===== src/rtl/result_bcd_display_if.sv =====
// rtl/result_bcd_display_if.sv - result/handshake/display bundle for result_bcd_display
interface result_bcd_display_if #(
  parameter int N      = 4,
  parameter int DIGITS = 3
);
  logic [2*N-1:0]      result;
  logic                in_valid;
  logic                in_ready;
  logic [4*DIGITS-1:0] bcd;
  logic [7*DIGITS-1:0] seg;
  logic                out_valid;

  modport master (
    output result, in_valid,
    input  in_ready, bcd, seg, out_valid
  );

  modport slave (
    input  result, in_valid,
    output in_ready, bcd, seg, out_valid
  );
endinterface


===== src/rtl/result_bcd_display.sv =====
// rtl/result_bcd_display.sv - sequential double-dabble BCD converter with seven-segment drive
// Optional macro BCD_LEADING_BLANK_EN: blank leading zero digits on seg.
module result_bcd_display #(
  parameter int N      = 4,
  parameter int DIGITS = 3
) (
  input  logic                   clk,
  input  logic                   reset,
  result_bcd_display_if.slave    bus
);
  localparam int W  = 2 * N;
  localparam int BW = 4 * DIGITS;
  localparam int SW = 7 * DIGITS;
  localparam int CW = $clog2(W + 1);

  localparam logic [1:0] S_IDLE  = 2'd0;
  localparam logic [1:0] S_SHIFT = 2'd1;
  localparam logic [1:0] S_DONE  = 2'd2;

  localparam logic [CW-1:0] LAST_SHIFT = CW'(W - 1);

`ifdef BCD_LEADING_BLANK_EN
  localparam logic [SW-1:0] SEG_RST = {{(DIGITS-1){7'h7F}}, 7'h40};
`else
  localparam logic [SW-1:0] SEG_RST = {DIGITS{7'h40}};
`endif

  if (10 ** DIGITS <= 2 ** W) begin : g_range_check
    $error("result_bcd_display: DIGITS too small for a %0d-bit result", W);
  end

  logic [1:0]    state_q, state_d;
  logic [W-1:0]  bin_q, bin_d;
  logic [BW-1:0] scratch_q, scratch_d;
  logic [CW-1:0] cnt_q, cnt_d;
  logic [BW-1:0] bcd_q, bcd_d;
  logic [SW-1:0] seg_q, seg_d;
  logic          out_valid_q, out_valid_d;

  logic [BW-1:0] adj;
  logic [SW-1:0] seg_dec;
`ifdef BCD_LEADING_BLANK_EN
  logic          lead;
`endif

  function automatic logic [6:0] decode(input logic [3:0] d);
    case (d)
      4'd0:    decode = 7'b1000000;
      4'd1:    decode = 7'b1111001;
      4'd2:    decode = 7'b0100100;
      4'd3:    decode = 7'b0110000;
      4'd4:    decode = 7'b0011001;
      4'd5:    decode = 7'b0010010;
      4'd6:    decode = 7'b0000010;
      4'd7:    decode = 7'b1111000;
      4'd8:    decode = 7'b0000000;
      4'd9:    decode = 7'b0010000;
      default: decode = 7'b1111111;
    endcase
  endfunction

  always_comb begin
    adj = scratch_q;
    for (int i = 0; i < DIGITS; i++) begin
      if (scratch_q[4*i +: 4] >= 4'd5)
        adj[4*i +: 4] = scratch_q[4*i +: 4] + 4'd3;
    end
  end

  // Decode straight from scratch so seg lands in the same DONE edge as bcd.
  always_comb begin
    seg_dec = '0;
`ifdef BCD_LEADING_BLANK_EN
    lead = 1'b1;
`endif
    for (int i = DIGITS - 1; i >= 0; i--) begin
`ifdef BCD_LEADING_BLANK_EN
      if (scratch_q[4*i +: 4] != 4'd0)
        lead = 1'b0;
      seg_dec[7*i +: 7] = (lead && i != 0) ? 7'b1111111 : decode(scratch_q[4*i +: 4]);
`else
      seg_dec[7*i +: 7] = decode(scratch_q[4*i +: 4]);
`endif
    end
  end

  always_comb begin
    state_d     = state_q;
    bin_d       = bin_q;
    scratch_d   = scratch_q;
    cnt_d       = cnt_q;
    bcd_d       = bcd_q;
    seg_d       = seg_q;
    out_valid_d = 1'b0;
    case (state_q)
      S_IDLE: begin
        if (bus.in_valid) begin
          bin_d     = bus.result;
          scratch_d = '0;
          cnt_d     = '0;
          state_d   = S_SHIFT;
        end
      end
      S_SHIFT: begin
        scratch_d = {adj[BW-2:0], bin_q[W-1]};
        bin_d     = {bin_q[W-2:0], 1'b0};
        cnt_d     = cnt_q + 1'b1;
        if (cnt_q == LAST_SHIFT)
          state_d = S_DONE;
      end
      S_DONE: begin
        bcd_d       = scratch_q;
        seg_d       = seg_dec;
        out_valid_d = 1'b1;
        state_d     = S_IDLE;
      end
      default: state_d = S_IDLE;
    endcase
  end

  always_ff @(posedge clk or negedge reset) begin
    if (!reset) begin
      state_q     <= S_IDLE;
      bin_q       <= '0;
      scratch_q   <= '0;
      cnt_q       <= '0;
      bcd_q       <= '0;
      seg_q       <= SEG_RST;
      out_valid_q <= 1'b0;
    end else begin
      state_q     <= state_d;
      bin_q       <= bin_d;
      scratch_q   <= scratch_d;
      cnt_q       <= cnt_d;
      bcd_q       <= bcd_d;
      seg_q       <= seg_d;
      out_valid_q <= out_valid_d;
    end
  end

  assign bus.in_ready  = (state_q == S_IDLE);
  assign bus.bcd       = bcd_q;
  assign bus.seg       = seg_q;
  assign bus.out_valid = out_valid_q;
endmodule


===== src/flat_wrapper.sv =====
// flat-port wrapper written by rule: the top's interface ports become plain ports
module result_bcd_display_flat 
#(
  parameter int N      = 4,
  parameter int DIGITS = 3
)
  (clk, reset, bus_result, bus_in_valid, bus_in_ready, bus_bcd, bus_seg, bus_out_valid);
  result_bcd_display_if #(.N(N), .DIGITS(DIGITS)) bus_i ();
  input  logic clk;
  input  logic reset;
  input wire logic [$bits(bus_i.result)-1:0] bus_result;
  input wire logic [$bits(bus_i.in_valid)-1:0] bus_in_valid;
  output wire logic [$bits(bus_i.in_ready)-1:0] bus_in_ready;
  output wire logic [$bits(bus_i.bcd)-1:0] bus_bcd;
  output wire logic [$bits(bus_i.seg)-1:0] bus_seg;
  output wire logic [$bits(bus_i.out_valid)-1:0] bus_out_valid;
  assign bus_i.result = bus_result;
  assign bus_i.in_valid = bus_in_valid;
  assign bus_in_ready = bus_i.in_ready;
  assign bus_bcd = bus_i.bcd;
  assign bus_seg = bus_i.seg;
  assign bus_out_valid = bus_i.out_valid;
  result_bcd_display #(.N(N), .DIGITS(DIGITS)) u_core (.clk(clk), .reset(reset), .bus(bus_i));
endmodule

===== config.mk =====
export PLATFORM = sky130hd
export DESIGN_NAME = result_bcd_display_flat
export DESIGN_NICKNAME = d
export VERILOG_FILES = /design/src/rtl/result_bcd_display_if.sv /design/src/rtl/result_bcd_display.sv /design/src/flat_wrapper.sv
export SDC_FILE = /design/constraint.sdc
export NUM_CORES = 1
export LEC_CHECK = 0
export ABC_AREA = 1
export CORE_ASPECT_RATIO = 0.9
export CORE_MARGIN = 3
export CORE_UTILIZATION = 45
export DETAILED_ROUTE_END_ITERATION = 10
export HOLD_SLACK_MARGIN = 0.03
export PLACE_DENSITY = 0.78
export SETUP_SLACK_MARGIN = 0.1
export SLEW_MARGIN = 20
export SYNTH_ARGS = -nofsm -noshare
export SYNTH_HDL_FRONTEND = slang
export SYNTH_SLANG_ARGS = --single-unit

===== constraint.sdc =====
create_clock -name clk -period 1.23 [get_ports clk]
set_input_delay 0.246 -clock clk [delete_from_list [all_inputs] [get_ports clk]]
set_output_delay 0.246 -clock clk [all_outputs]
set_load 0.03 [all_outputs]

==> results of run 1 <==
## worst max path at each step
stage	startpoint	to	slack (ps)	depth (start not counted)
floorplan	u_core.scratch_q[4]$_DFFE_PN0P_	u_core.scratch_q[7]$_DFFE_PN0P_	40	7
global placement	bus_in_valid	u_core.bin_q[7]$_DFFE_PN0P_	-30	6
detailed placement	u_core.scratch_q[4]$_DFFE_PN0P_	u_core.bus.seg[12]$_DFFE_PN0P_	-70	5
CTS	u_core.state_q[0]$_DFFE_PN0P_	bus_in_ready	-80	3
global route	u_core.state_q[0]$_DFFE_PN0P_	bus_in_ready	-150	3
finish	u_core.state_q[0]$_DFFE_PN0P_	bus_in_ready	-120	3
## area by class of cell
class	instances	share of cell area
Multi-Input combinational cell	266	0.360
Sequential cell	60	0.299
Timing Repair Buffer	124	0.244
Clock buffer	12	0.0326
Inverter	24	0.0267
Tap cell	87	0.0215
Clock inverter	4	0.0138
Timing Repair inverter	1	0.00223
## critical path, cell delays in order, from the launching register on
cell,delay (ps)
sky130_fd_sc_hd__dfrtp_1,410
sky130_fd_sc_hd__buf_6,130
sky130_fd_sc_hd__nor2_4,70
sky130_fd_sc_hd__buf_6,130
## flip-flops by register name, summed over array words and instances, names as in the netlist
signal	flops
u_core.bin_q	8
u_core.bus.bcd	12
u_core.bus.out_valid	1
u_core.bus.seg	21
u_core.cnt_q	4
u_core.scratch_q	12
u_core.state_q	2
## cell families after synthesis
logic type,after synthesis
flip-flops,60
AND/OR/NAND/NOR,209
AO/OA/AOI/OAI,40
adder cells (fa/ha/maj),17
buffers and inverters,34
## repair_timing
| action | in CTS | in global routing |
|---|---|---|
| hold endpoints to repair | 57 | 0 |
| hold buffers | 1 | 0 |
| gates cloned | 3 | 0 |
| pin swaps | 30 | 20 |
| buffers inserted | 33 | 13 |
| resized for setup | 132 | 77 |
| endpoints found under the setup margin | 77 | 93 |
## layer usage
layer | track usage | up-vias | wire length (um)
met4 | 0.101 | 0 | 294
met3 | 0.0553 | 33 | 494
met5 | 0 | - | 0
li1 | - | 1425 | -
met2 | 0.412 | 122 | 5180
met1 | 0.267 | 1488 | 3770
## stage by stage
stage / area, sq um / hold slack [ps] / instances / TNS [ps] / utilization
2_1_floorplan: 3070 / -49.6 / 360 / 0 / -
3_3_place_gp: 3720 / 274 / 514 / -310 / 0.592
3_5_place_dp: 3720 / 278 / 514 / -722 / 0.592
4_1_cts: 4730 / 423 / 567 / -635 / 0.753
5_1_grt: 5060 / 427 / 578 / -3430 / 0.805
6_report: 5060 / 417 / 578 / -883 / 0.805
## cells in the mapped netlist
cell type and number:
sky130_fd_sc_hd__nor3_1 1, sky130_fd_sc_hd__nand2_2 2, sky130_fd_sc_hd__nor2_1 44, sky130_fd_sc_hd__clkbuf_2 1, sky130_fd_sc_hd__inv_4 1, sky130_fd_sc_hd__nand4_1 2, sky130_fd_sc_hd__nor2_2 1, sky130_fd_sc_hd__dfrtp_1 57
sky130_fd_sc_hd__nand3_1 44, sky130_fd_sc_hd__a31oi_1 2, sky130_fd_sc_hd__a21boi_0 1, sky130_fd_sc_hd__o21ai_0 23, sky130_fd_sc_hd__dfstp_2 3, sky130_fd_sc_hd__buf_6 4, sky130_fd_sc_hd__ha_1 17, sky130_fd_sc_hd__o211ai_1 2
sky130_fd_sc_hd__buf_2 4, sky130_fd_sc_hd__o21a_1 1, sky130_fd_sc_hd__inv_2 5, sky130_fd_sc_hd__nand2_4 2, sky130_fd_sc_hd__o21ai_1 1, sky130_fd_sc_hd__nand2_1 112, sky130_fd_sc_hd__o22ai_1 1, sky130_fd_sc_hd__a21oi_1 9
sky130_fd_sc_hd__inv_1 18, sky130_fd_sc_hd__nand3b_1 1, sky130_fd_sc_hd__buf_8 1
## cell usage in the layout, fill, tap and decap left out, types with 2 or more instances in the layout
master,netlist,routed
sky130_fd_sc_hd__a21oi_2,0,8
sky130_fd_sc_hd__a31oi_1,2,2
sky130_fd_sc_hd__buf_12,0,5
sky130_fd_sc_hd__buf_4,0,56
sky130_fd_sc_hd__buf_6,4,49
sky130_fd_sc_hd__buf_8,1,2
sky130_fd_sc_hd__bufinv_16,0,2
sky130_fd_sc_hd__clkbuf_8,0,12
sky130_fd_sc_hd__clkdlybuf4s50_1,0,9
sky130_fd_sc_hd__clkinv_2,0,2
sky130_fd_sc_hd__clkinv_8,0,2
sky130_fd_sc_hd__dfrtp_1,57,51
sky130_fd_sc_hd__dfrtp_2,0,6
sky130_fd_sc_hd__dfstp_2,3,3
sky130_fd_sc_hd__ha_1,17,3
sky130_fd_sc_hd__ha_4,0,13
sky130_fd_sc_hd__inv_1,18,8
sky130_fd_sc_hd__inv_2,5,7
sky130_fd_sc_hd__inv_4,1,6
sky130_fd_sc_hd__nand2_1,112,88
sky130_fd_sc_hd__nand2_2,2,17
sky130_fd_sc_hd__nand2_4,2,8
sky130_fd_sc_hd__nand2_8,0,3
sky130_fd_sc_hd__nand3_1,44,35
sky130_fd_sc_hd__nand3_2,0,7
sky130_fd_sc_hd__nand3_4,0,2
sky130_fd_sc_hd__nand4_1,2,2
sky130_fd_sc_hd__nor2_1,44,27
sky130_fd_sc_hd__nor2_2,1,9
sky130_fd_sc_hd__nor2_4,0,9
sky130_fd_sc_hd__o211ai_1,2,2
sky130_fd_sc_hd__o21ai_0,23,6
sky130_fd_sc_hd__o21ai_1,1,11
sky130_fd_sc_hd__o21ai_2,0,7
## power by group
part | total [uW] | switching [uW] | internal (uW)
combinational | 9230 | 5020 | 4210
sequential | 3660 | 806 | 2860
clock | 2110 | 815 | 1300
total | 15000 | 6640 | 8360
==> flow_metrics.py, run 1 <==
metrics = {
    "run_status": {
        "run_status": "finished with violations",
        "violations_in_the_final_reports": "negative setup slack",
    },
    "final_layout": {
        "synthToLayoutAreaGrowth_pct": 69.7,
        "fillers": 348,
        "num_antenna_cells": 0,
        "drive_gt1_frac": 0.495,
        "layout.area.seq_sq_um": 1510,
        "layout.nets": 514,
        "multi_input_gate_area_sq_um": 1820,
    },
    "timing": {
        "postLayoutSetupSlackWorst_ps": -115,
        "fin_skew_ps": 9.53,
        "finalWorstPathRequiredPeriod_ps": 1350,
        "maxSlewHeadroom": 0.783,
        "drv_slew": 0,
        "final_min_period_over_clock_period": 1.09,
        "max_slew.worst_pin.slew_ps": 326,
        "hold_violations": 0,
        "max_freq_mhz": 743,
        "setup_repair_after_global_routing_missed_its_margin": "yes",
        "setup-violations-final": 33,
    },
    "cts": {
        "cts_tree": "built",
        "cts_root_buffer": "sky130_fd_sc_hd__clkbuf_8",
        "ctsLongestPathBuffers": 2,
        "clock_insertion_delay_worst_skew_ps": 360,
        "tritoncts.num_buffers": 9,
        "clkSinkCount": 60,
        "clk_pin_slew_worst_paths_ps": 70,
        "h-tree-depth": 3,
    },
    "floorplan": {
        "pin_count": 46,
        "die_y_um": 83.2,
        "core_area_sq_um": 6280,
        "initial_utilization": 0.475,
        "placement_row_count": 27,
        "die_w_um": 91.8,
        "design.die.area_sq_um": 7640,
    },
    "yosys": {
        "syn_avg_cell_area_sq_um": 8.28,
        "post_synth_xor_xnor_area": 0,
        "synth-simple-area-share": 0.292,
        "synth-compound-area-share": 0.0718,
        "leading_area_contributor_after_synthesis": "sky130_fd_sc_hd__dfrtp_1",
        "mappedNetlistArea_sq_um": 2980,
        "syn-instance-count": 360,
        "yosys.area_share.adder": 0.0713,
        "ys_seq_elements": 60,
        "synth_top_family_by_area": "simple AND/OR/NAND/NOR gates",
        "ys_top_cells_by_area": "sky130_fd_sc_hd__dfrtp_1 (48%), sky130_fd_sc_hd__nand2_1 (14%), sky130_fd_sc_hd__nand3_1 (7.4%)",
        "ys_seq_area_frac": 0.505,
        "yosysWarnings": 0,
        "muxShareOfSynthArea": 0,
        "post-synth-top-area-fraction": 0.478,
        "synth.net_count": 388,
        "number_of_distinct_standard_cells_referenced_by_the_synthesized_netlist": 27,
    },
    "detailed_routing": {
        "vias": 3068,
        "initialDrtViolationCount": 196,
        "first_pass_iters": 5,
        "drcViolationCount": 0,
        "avgViaCountPerCell": 5.31,
        "ant_nets": 0,
        "drt_wl_total_um": 9740,
        "drt-wirelength-per-cell_um": 16.8,
    },
    "pwr": {
        "peakVddDrop_uv": 1420,
        "power_density_nw_per_um2": 2970,
        "design_power_total_uw": 15000,
        "power_leakage_uw": 0.00241,
    },
    "min_path": {
        "min_path_type": "in -> async",
    },
    "setup_path": {
        "rr_worst_depth": 7,
        "r2r_setup_slk_ps": -100,
        "worst_r2r_endpoint": "u_core.scratch_q[7]$_DFFE_PN0P_",
        "cp.arrival_ps": 1100,
        "timing_worst_setup_path_type": "reg -> out",
        "worstSetupEndpointType": "primary output",
        "worst-endpoint-required_ps": 980,
        "crit_path_max_fanout": 2,
        "setup.worst_path.start_class": "flip-flop",
        "regToRegStartpoint": "u_core.scratch_q[4]$_DFFE_PN0P_",
    },
    "placed_design": {
        "place.port_buffers": 45,
        "finalWeightedCongestion": 0.883,
        "place.detailed.hpwl_um": 4650,
        "place_ws_ps": -66.1,
    },
    "global_routing": {
        "first_global_vias": 3068,
        "gr-usage-all-layers": 0.233,
        "antenna_found_initial": 0,
        "grt.overflow.total": 0,
        "grt_pass1_wl_um": 14200,
        "grt_start_max_net_pins": 61,
    },
    "flow_run": {
        "cap_viol_max_count": 0,
    },
}
Note: power is estimated with default switching activity, not from simulation.
==> run 2, diff against run 1 <==
--- a/config.mk
+++ b/config.mk
@@ -6,13 +6,14 @@
 export NUM_CORES = 1
 export LEC_CHECK = 0
 export ABC_AREA = 1
+export CAP_MARGIN = 20
 export CORE_ASPECT_RATIO = 0.9
 export CORE_MARGIN = 3
 export CORE_UTILIZATION = 45
 export DETAILED_ROUTE_END_ITERATION = 10
 export HOLD_SLACK_MARGIN = 0.03
-export PLACE_DENSITY = 0.78
-export SETUP_SLACK_MARGIN = 0.1
+export PLACE_DENSITY = 0.76
+export SETUP_SLACK_MARGIN = 0.2
 export SLEW_MARGIN = 20
 export SYNTH_ARGS = -nofsm -noshare
 export SYNTH_HDL_FRONTEND = slang
==> constraint.sdc (replaced) <==
create_clock -name clk -period 1.5 [get_ports clk]
set_input_delay 0.3 -clock clk [delete_from_list [all_inputs] [get_ports clk]]
set_output_delay 0.3 -clock clk [all_outputs]
set_load 0.03 [all_outputs]
==> run 2 against run 1 <==
Effect of this change:
- the run now ends clean
- non-clock buffer count is 54 lower
- worst setup slack improved by 280 ps
- clock skew shrank 1.4 ps
- critical path depth down 1
- sequential power decreased by 22%
- die area did not move
- via count down 15%
- design area is 24% lower
- critical endpoint unchanged
- highest routed layer unchanged
==> flow_metrics.py, run 2 (synthesized netlist as in run 1, its figures left out) <==
metrics = {
    "timing": {
        "setup-violations-final": 0,
        "max_freq_mhz": 746,
        "drv_slew": 0,
        "worst_hold_slack_ps": 474,
        "finalWorstPathRequiredPeriod_ps": 1340,
        "hold_violations": 0,
        "final_min_period_over_clock_period": 0.893,
        "fin_skew_ps": 8.13,
        "maxSlewHeadroom": 0.789,
        "max_slew.worst_pin.slew_ps": 317,
        "totalNegativeSetupSlack_ps": 0,
        "setup_repair_after_global_routing_missed_its_margin": "yes",
    },
    "detailed_routing": {
        "avgViaCountPerCell": 4.97,
        "drcViolationCount": 0,
        "ant_nets": 0,
        "vias": 2598,
        "drt-wirelength-per-cell_um": 12.8,
        "first_pass_iters": 4,
        "initialDrtViolationCount": 255,
        "drt_wl_total_um": 6700,
    },
    "min_path": {
        "min_path_type": "reg -> reg",
        "min-delay-start": "u_core.bin_q[0]$_DFFE_PN0P_",
    },
    "global_routing": {
        "grt_start_max_net_pins": 61,
        "first_global_vias": 2435,
        "gr-usage-all-layers": 0.181,
        "grt_pass1_wl_um": 11100,
        "grt.overflow.total": 0,
        "antenna_found_initial": 0,
    },
    "pwr": {
        "clockPowerShare": 0.166,
        "power.internal_uw": 4970,
        "switching_part_of_the_total": 0.446,
        "share_seq_of_total_power": 0.318,
        "power_leakage_uw": 0.00194,
        "power_density_nw_per_um2": 2320,
        "p_sw_uw": 4010,
        "peakVddDrop_uv": 1050,
        "p_comb_frac": 0.516,
    },
    "cts": {
        "h-tree-depth": 3,
        "cts_tree": "built",
        "ctsLongestPathBuffers": 2,
        "clock_insertion_delay_worst_skew_ps": 330,
        "tritoncts.num_buffers": 9,
        "clk_pin_slew_worst_paths_ps": 60,
        "clkSinkCount": 60,
        "cts_root_buffer": "sky130_fd_sc_hd__clkbuf_8",
    },
    "setup_path": {
        "path_cells": "nor2_2 -> buf_6",
        "crit_path_max_fanout": 3,
        "timing_worst_setup_path_type": "reg -> out",
        "regToRegStartpoint": "u_core.scratch_q[8]$_DFFE_PN0P_",
        "cp.arrival_ps": 1040,
        "worst-endpoint-required_ps": 1200,
        "critPathMaxStageDelay_ps": 440,
        "cp_slowest_cell": "sky130_fd_sc_hd__dfrtp_2",
        "critical_path.startpoint": "u_core.state_q[1]$_DFFE_PN0P_",
        "worstSetupEndpointType": "primary output",
        "setup.worst_path.start_class": "flip-flop",
    },
    "final_layout": {
        "num_antenna_cells": 0,
        "layout.nets": 459,
        "final_cell_mix": "sky130_fd_sc_hd__nand2_1 (109), sky130_fd_sc_hd__dfrtp_1 (52), sky130_fd_sc_hd__nand3_1 (42), sky130_fd_sc_hd__nor2_1 (37), sky130_fd_sc_hd__buf_2 (32)",
        "largest_register_ffs": 21,
        "layout.area.seq_sq_um": 1510,
        "synthToLayoutAreaGrowth_pct": 29.6,
        "fillers": 543,
        "layout_commonest_cell": "sky130_fd_sc_hd__nand2_1",
        "drive_gt1_frac": 0.273,
        "multi_input_gate_area_sq_um": 1420,
    },
    "placed_design": {
        "place.detailed.hpwl_um": 4400,
        "finalWeightedCongestion": 0.871,
        "place.port_buffers": 45,
    },
    "floorplan": {
        "die_w_um": 91.8,
        "pin_count": 46,
        "placement_row_count": 27,
        "initial_utilization": 0.475,
        "core_area_sq_um": 6280,
        "die_y_um": 83.2,
        "design.die.area_sq_um": 7640,
    },
    "run_status": {
        "run_status": "complete, no violations",
    },
    "flow_run": {
        "cap_viol_max_count": 0,
    },
}
## run 2: changes by cell type in the layout (fill, tap and decap cells not counted), sizes merged
| cell | delta |
|---|---|
| buf | -54 |
| bufinv | -1 |
| clkbuf | +3 |
| clkinv | -4 |
| inv | +1 |
## run 2: cell type report
class | count | share of cell area
clock buffer | 15 | 0.0456
tap | 87 | 0.0282
clock inverter | 1 | 0.00777
sequential | 60 | 0.391
inverter | 24 | 0.0278
timing repair buffer | 70 | 0.133
multi-input combinational | 266 | 0.366
## run 2: power by group through the flow
stage	registers, uW	clock network (uW)	logic (uW)
floorplan	3530	0	2200
global placement	2830	0	4250
detailed placement	2860	0	4380
CTS	2800	1520	4340
global route	2950	1610	5130
finish	2850	1500	4630
## run 2: stage by stage
stage                     instance area, sq um  utilization  std cells  setup slack (ps)  power (uW)
final                                     3860        0.615        523               160        8980
after floorplan                           2980            -        360               203        5730
after global routing                      3860        0.615        523               104        9690
after detailed placement                  3580        0.569        496              28.5        7230
after global placement                    3580        0.569        496              35.6        7080
after CTS                                 3760        0.598        523               122        8660
## run 2: final timing paths
kind | endpoint | slack [ps] | cells after the start
worst min register to register | u_core.bin_q[0]$_DFFE_PN0P_ | 470 | 2
min in group asynchronous | u_core.bus.bcd[1]$_DFFE_PN0P_ | 510 | 3
worst min-delay path | u_core.bin_q[0]$_DFFE_PN0P_ | 470 | 2
worst max register to register | u_core.bus.seg[18]$_DFFE_PN0P_ | 210 | 6
worst max-delay path | bus_in_ready | 160 | 2
max in group asynchronous | u_core.bus.seg[20]$_DFFE_PN1P_ | 670 | 3
## run 2: routing by layer
layer  track usage  up-vias  part of all wire  routed length [um]
met5             0        -                 0                   0
met4        0.0904        0             0.017                 113
met3        0.0408        8             0.053                 354
met2         0.271       77              0.45                3020
met1         0.246     1202              0.48                3210
li1              -     1311                 -                   -
## run 2: critical path, delay by kind of cell, from the launching register on
kind / cells / cell delay (ps)
flops: 1 / 440
simple gates: 1 / 130
buf+inv: 1 / 140
## run 2: timing repair
action,CTS,global route
gates resized for setup,167,52
cloned,0,0
endpoints found under the hold margin,57,0
endpoints found under the setup margin,49,39
pin swaps,1,11
buffers inserted,10,0
hold buffers,1,0
